**src/rtl/adc_pkg.sv**
```systemverilog
// Shared constants, FSM state encoding and config-word packing for the ADC scan scheduler.
package adc_pkg;
    localparam int NCH          = 8;
    localparam int CH_W         = $clog2(NCH);
    localparam int DATA_W       = 12;
    localparam int CFG_W        = 6;
    localparam int SHIFT_CYCLES = 24;

    typedef enum logic [1:0] {
        ST_IDLE,
        ST_CONV,
        ST_SHIFT,
        ST_DONE
    } state_t;

    // Transmit order is MSB first: start bit, channel bits in the ADC's order, polarity, pad.
    function automatic logic [CFG_W-1:0] cfg_word(input logic [CH_W-1:0] ch, input logic uni);
        return {1'b1, ch[0], ch[2], ch[1], uni, 1'b0};
    endfunction
endpackage

```
**src/rtl/adc_frame.sv**
```systemverilog
// One ADC frame: CONV hold, 24-cycle serial exchange, one DONE cycle; owns the FSM and shift registers.
module adc_frame
    import adc_pkg::*;
#(
    parameter int CONV_CYCLES = 4
) (
    input  logic              clk,
    input  logic              rst,
    input  logic              start,
    input  logic [CH_W-1:0]   ch,
    input  logic              uni,
    input  logic              dout,
    output state_t            state,
    output logic              done,
    output logic [DATA_W-1:0] data,
    output logic              cs,
    output logic              sclk,
    output logic              din
);
    localparam int CNT_MAX = (CONV_CYCLES > SHIFT_CYCLES) ? CONV_CYCLES : SHIFT_CYCLES;
    localparam int CNT_W   = $clog2(CNT_MAX);

    state_t           state_nxt;
    logic [CNT_W-1:0] cnt, cnt_nxt;
    logic [CFG_W-1:0] cfg, cfg_tx;
    logic             take, din_nxt;

    assign take = start && (state == ST_IDLE || state == ST_DONE);
    assign done = (state == ST_DONE);

    always_comb begin
        state_nxt = state;
        cnt_nxt   = cnt + 1'b1;
        case (state)
            ST_IDLE: begin
                cnt_nxt = '0;
                if (start) state_nxt = ST_CONV;
            end
            ST_CONV: begin
                if (cnt == CNT_W'(CONV_CYCLES - 1)) begin
                    state_nxt = ST_SHIFT;
                    cnt_nxt   = '0;
                end
            end
            ST_SHIFT: begin
                if (cnt == CNT_W'(SHIFT_CYCLES - 1)) begin
                    state_nxt = ST_DONE;
                    cnt_nxt   = '0;
                end
            end
            ST_DONE: begin
                cnt_nxt   = '0;
                state_nxt = start ? ST_CONV : ST_IDLE;
            end
            default: state_nxt = ST_IDLE;
        endcase
    end

    // Pin outputs are registered from next-state values so they line up with the state they describe.
    always_comb begin
        cfg_tx  = cfg << cnt_nxt[CNT_W-1:1];
        din_nxt = (state_nxt == ST_SHIFT) && (cnt_nxt < CNT_W'(2 * CFG_W)) && cfg_tx[CFG_W-1];
    end

    always_ff @(posedge clk) begin
        if (rst) begin
            state <= ST_IDLE;
            cnt   <= '0;
            cfg   <= '0;
            data  <= '0;
            cs    <= 1'b0;
            sclk  <= 1'b0;
            din   <= 1'b0;
        end else begin
            state <= state_nxt;
            cnt   <= cnt_nxt;
            if (take) cfg <= cfg_word(ch, uni);
            if (state == ST_SHIFT && cnt[0]) data <= {data[DATA_W-2:0], dout};
            cs    <= (state_nxt == ST_CONV);
            sclk  <= (state_nxt == ST_SHIFT) && cnt_nxt[0];
            din   <= din_nxt;
        end
    end
endmodule

```
**src/rtl/adc_scan_sched.sv**
```systemverilog
// Scan scheduler: latches the channel mask, walks enabled channels frame by frame and publishes
// results one frame late to match the ADC's pipelined conversion.
module adc_scan_sched
    import adc_pkg::*;
#(
    parameter int CONV_CYCLES = 4,
    parameter int NCH         = adc_pkg::NCH
) (
    input  logic              iCLK,
    input  logic              iRST,
    input  logic              iGO,
    input  logic              iCONT,
    input  logic [NCH-1:0]    iCH_MASK,
    input  logic              iUNI,
    output logic              oCS,
    output logic              oSCLK,
    output logic              oDIN,
    input  logic              iDOUT,
    output logic [DATA_W-1:0] oDATA,
    output logic [CH_W-1:0]   oCH,
    output logic              oVALID,
    output logic              oSCAN_DONE,
    output logic              oBUSY
);
    state_t            state;
    logic              frame_done, frame_start;
    logic [DATA_W-1:0] frame_data, data_q;
    logic [NCH-1:0]    mask_q, sel_mask;
    logic [CH_W-1:0]   cur_ch, prev_ch, ch_q, first_ch, last_ch, above_ch, start_ch;
    logic              prev_valid, go_ok, publish, pass_end, wrap, cont;

    assign go_ok    = iGO && (state == ST_IDLE) && (|iCH_MASK);
    assign publish  = frame_done && prev_valid;
    assign pass_end = publish && (prev_ch == last_ch);
    assign wrap     = pass_end && iCONT && (|iCH_MASK);
    assign cont     = frame_done && (!pass_end || wrap);
    assign sel_mask = (go_ok || wrap) ? iCH_MASK : mask_q;

    always_comb begin
        first_ch = '0;
        last_ch  = '0;
        for (int i = NCH - 1; i >= 0; i--)
            if (sel_mask[i]) first_ch = CH_W'(i);
        for (int i = 0; i < NCH; i++)
            if (mask_q[i]) last_ch = CH_W'(i);
        // Lowest enabled channel above the current one, else wrap to the lowest enabled.
        above_ch = first_ch;
        for (int i = NCH - 1; i >= 0; i--)
            if (sel_mask[i] && CH_W'(i) > cur_ch) above_ch = CH_W'(i);
        start_ch    = go_ok ? first_ch : above_ch;
        frame_start = go_ok || cont;
    end

    always_ff @(posedge iCLK) begin
        if (iRST) begin
            mask_q     <= '0;
            cur_ch     <= '0;
            prev_ch    <= '0;
            prev_valid <= 1'b0;
            data_q     <= '0;
            ch_q       <= '0;
        end else begin
            if (go_ok) begin
                mask_q     <= iCH_MASK;
                cur_ch     <= first_ch;
                prev_valid <= 1'b0;
            end
            if (frame_done) begin
                if (cont) begin
                    prev_ch    <= cur_ch;
                    prev_valid <= 1'b1;
                    cur_ch     <= above_ch;
                    if (wrap) mask_q <= iCH_MASK;
                end else begin
                    prev_valid <= 1'b0;
                end
            end
            if (publish) begin
                data_q <= frame_data;
                ch_q   <= prev_ch;
            end
        end
    end

    assign oVALID     = publish;
    assign oSCAN_DONE = pass_end;
    assign oDATA      = publish ? frame_data : data_q;
    assign oCH        = publish ? prev_ch : ch_q;
    assign oBUSY      = (state != ST_IDLE);

    adc_frame #(.CONV_CYCLES(CONV_CYCLES)) u_frame (
        .clk   (iCLK),
        .rst   (iRST),
        .start (frame_start),
        .ch    (start_ch),
        .uni   (iUNI),
        .dout  (iDOUT),
        .state (state),
        .done  (frame_done),
        .data  (frame_data),
        .cs    (oCS),
        .sclk  (oSCLK),
        .din   (oDIN)
    );
endmodule

```
**config.mk**
```make
export PLATFORM = sky130hd
export DESIGN_NAME = adc_scan_sched
export DESIGN_NICKNAME = d
export VERILOG_FILES = /design/src/rtl/adc_pkg.sv /design/src/rtl/adc_frame.sv /design/src/rtl/adc_scan_sched.sv
export SDC_FILE = /design/constraint.sdc
export NUM_CORES = 1
export LEC_CHECK = 0
export ABC_AREA = 1
export CAP_MARGIN = 20
export CORE_MARGIN = 1
export CORE_UTILIZATION = 50
export DETAILED_ROUTE_END_ITERATION = 7
export GPL_ROUTABILITY_DRIVEN = 1
export MAX_ROUTING_LAYER = met4
export PLACE_DENSITY = 0.8
export SYNTH_ARGS = -nofsm -noshare
export SYNTH_HDL_FRONTEND = slang
export SYNTH_SLANG_ARGS = --single-unit
```
**constraint.sdc**
```tcl
create_clock -name iCLK -period 2.35 [get_ports iCLK]
set_input_delay 0.235 -clock iCLK [delete_from_list [all_inputs] [get_ports iCLK]]
set_output_delay 0.235 -clock iCLK [all_outputs]
set_load 0.1 [all_outputs]
```
==> flow_metrics.tcl <==
set metrics [dict create \
    hold_viol_final 0 \
    syn_nets 437 \
    grt_first_pass_wirelength_microns 12360 \
    grt_max_degree 23 \
    finalClockSkew_ns 0.009494 \
    cts.sinks 57 \
    antenna_left 0 \
    worstMarginPinSlew_ns 0.5446 \
    relSlewSlack 0.6365 \
    antenna_found_initial 0 \
    fin_crit_sh 1.062 \
    area_delta_synth_final_pct 45.93 \
    clkTransAtPathRegs_ns 0.07 \
    postSynthCellCount 417 \
    rsz0062_at_grt "true" \
    endpoint_kind "flip-flop" \
    required_ns 2.62 \
    power.leakage_nw 2.030 \
    num_vias 2951 \
    wl_per_cell_microns 12.99 \
    drtIter0Drc 182 \
    synth.cell_area_sq_um 2846 \
    criticalPathCategory "reg2reg" \
    wl_microns 7546 \
    run_status "finished with violations" \
    setup_viol 6 \
    drt-pass1-iter-count 7 \
    fp.dieH_microns 77.45 \
    num-nets-final 524 \
    power.density_nw_per_um2 1025 \
    initial_core_util 0.5169 \
    die_w_microns 77.45 \
    max_cap_violations 0 \
    cts_buffers 9 \
    worstSkewPairLatency_ns 0.34 \
    multiInputGateArea_sq_um 1551 \
    rows 27 \
    place_inst 553 \
    antenna_cells 0 \
    worstHoldPathType "in2reg" \
    layout-drive-gt1-share 0.3379 \
    slew_viol_final 0 \
    place_area_sq_um 3719 \
    hold_buffers 0 \
    io_pins 35 \
    setup_ws_ns -0.1456 \
    coreArea_sq_um 5507 \
    ys_warn_count 0 \
    regArea_sq_um 1150 \
    vias_per_cell 5.079 \
    worstPathArrival_ns 2.77 \
    nFillCells 387 \
    period_needed_ns 2.496 \
    syn_area_per_cell_sq_um 6.826 \
    synth.distinct_cells 32 \
    cts-root-buf "clkbuf_8" \
    yosys_register_bits 57 \
    utilization 0.7544 \
    fin_area_sq_um 4154 \
    power_mw 4.259 \
    path_max_fanout 8 \
    ys_seq_area_frac 0.4009 \
    dieArea_sq_um 5999 \
    violations "setup timing" \
    cts_max_level 3 \
    dpl.hpwl_microns 4988 \
    max_clock_freq_ghz 0.4007 \
    fin_cells 581 \
    cts_tree "built" \
    gp_congestion 0.9108 \
    ir_worst_vdd_uv 958.2 \
    hold_slack_ns 0.5019 \
    cp-start-kind "flip-flop" \
    grt-ovfl-total 0 \
    grt_util_all_layers 0.2661 \
    port_buffers 34 \
    clockBufferDepth 2 \
    grt_pass1_vias 2879 \
    drcViolationCount 0 \
]
==> power breakdown <==
part / total, mW / switching, mW / internal (mW)
logic: 2.06 / 1.23 / 0.829
clock network: 0.938 / 0.418 / 0.519
registers: 1.26 / 0.129 / 1.13
total: 4.26 / 1.78 / 2.48
==> Yosys cell counts <==
| master | instances | area, sq um |
|---|---|---|
| nor2_1 | 73 | 274.0 |
| nand2_1 | 70 | 262.8 |
| inv_1 | 58 | 217.7 |
| dfxtp_1 | 57 | 1141 |
| o21ai_0 | 41 | 205.2 |
| or2_2 | 16 | 100.1 |
| nand3_1 | 14 | 70.07 |
| a21oi_1 | 13 | 65.06 |
| clkbuf_1 | 11 | 41.29 |
| inv_2 | 10 | 37.54 |
| nor3_1 | 7 | 35.03 |
| ha_1 | 6 | 75.07 |
| o21ai_1 | 6 | 30.03 |
| o21ai_2 | 6 | 52.55 |
| a31oi_1 | 3 | 18.77 |
| nand2_2 | 3 | 18.77 |
| nor4_1 | 3 | 18.77 |
| buf_6 | 2 | 22.52 |
| nor2_2 | 2 | 12.51 |
| nor2_4 | 2 | 22.52 |
| o211ai_1 | 2 | 15.01 |
| o21a_1 | 2 | 15.01 |
| a211oi_1 | 1 | 7.510 |
| a21oi_2 | 1 | 8.760 |
| nand2_4 | 1 | 11.26 |
| nand3_2 | 1 | 10.01 |
| nand4_1 | 1 | 6.260 |
| nand4_4 | 1 | 21.27 |
| o2111ai_1 | 1 | 8.760 |
| o22ai_1 | 1 | 6.260 |
| or2_1 | 1 | 6.260 |
| xor2_1 | 1 | 8.760 |
==> placed cells by master, fill, tap and decap left out, types with 2 or more instances in the layout <==
cell and instances:
nand3_2 3, a21oi_1 12, buf_4 58, a31oi_1 3, nand2_4 4, o21ai_0 39, ha_1 4, dfxtp_2 4
nand3_1 11, o211ai_1 2, inv_1 56, or2_2 16, nor2_1 71, inv_4 2, clkinvlp_4 2, o21ai_1 5
a21oi_2 2, o21a_1 2, o21ai_2 8, clkinv_4 2, nor3_1 7, nand2_1 54, clkdlybuf4s50_1 13, dfxtp_1 52
nor2_4 5, inv_2 10, buf_12 16, clkbuf_8 10, nand2_2 17
==> sequential cells by signal (all words and copies together), names as in the netlist, 2 cells and up <==
name,flops
data_q,12
u_frame.data,12
mask_q,8
u_frame.cfg,5
u_frame.cnt,5
ch_q,3
cur_ch,3
prev_ch,3
u_frame.state,2
==> critical path: stages, from the launching register on <==
cell     delay (ns)
dfxtp_1        0.30
inv_2          0.07
nand2_2        0.06
nand2_2        0.10
nand2_2        0.06
nand2_2        0.07
nand2_2        0.05
nor2_4         0.15
nand4_4        0.24
o21ai_4        0.25
nand2_1        0.09
nand2_1        0.09
nand2_2        0.06
nand2_1        0.06
nand2_1        0.05
nand2_1        0.07
nand2_1        0.06
nand2_1        0.06
nand2_1        0.06
nand2_1        0.05
nand2_1        0.06
nand2_1        0.05
nand2_1        0.06
nand2_2        0.07
nand2_1        0.07
a21oi_2        0.11
==> kinds of logic (layout without fill, tap and decap cells) <==
kind of cell | count (synthesis) | after routing | share of synthesized area
AO/OA/AOI/OAI | 77 | 77 | 0.1521
XOR/XNOR | 1 | 1 | 0.003077
adder cells (fa/ha/maj) | 6 | 6 | 0.02637
buffers and inverters | 81 | 172 | 0.1121
flip-flops | 57 | 57 | 0.4009
AND/OR/NAND/NOR | 195 | 196 | 0.3055
==> final cells by class <==
type | count | area share
clock inverters | 6 | 0.01627
clock buffers | 10 | 0.03313
well taps | 72 | 0.02169
inverters | 68 | 0.06265
flip-flops and latches | 57 | 0.2768
multi-input cells | 280 | 0.3735
repair buffers | 88 | 0.2160
==> through the flow <==
stage / worst slack (ns) / TNS (ns)
6_report: -0.1456 / -0.5871
5_1_grt: -0.3320 / -1.714
4_1_cts: -0.02289 / -0.03720
3_5_place_dp: -0.3741 / -1.687
3_3_place_gp: -0.3239 / -1.289
2_1_floorplan: -0.2625 / -0.8172
==> per-layer routing <==
metal  GRT usage  up-vias  wire length (microns)
li1            -     1487                      -
met1      0.3057     1358                   3204
met2      0.4504       86                   3840
met3     0.04588       20                    318
met4      0.1245        0                    183
met5           -        -                      0
==> timing repair <==
action / in CTS / in global routing
setup buffers: 8 / 3
setup endpoints to repair: 6 / 10
resized for setup: 22 / 21
cloned: 1 / 0
pin swaps: 8 / 10
==> path summary, 6_finish.rpt <==
check | startpoint | endpoint | slack (ns) | cells after the start
setup / recovery | mask_q[2]$_SDFF_PP0_ | u_frame.cfg[4]$_SDFFE_PP0P_ | -0.15 | 25
hold / removal | iUNI | u_frame.cfg[1]$_SDFFE_PP0P_ | 0.50 | 3
setup reg to reg | mask_q[2]$_SDFF_PP0_ | u_frame.cfg[4]$_SDFFE_PP0P_ | -0.15 | 25
hold reg to reg | u_frame.cfg[5]$_SDFFE_PP0P_ | u_frame.cfg[5]$_SDFFE_PP0P_ | 0.50 | 2
Note: power is estimated with default switching activity, not from simulation.
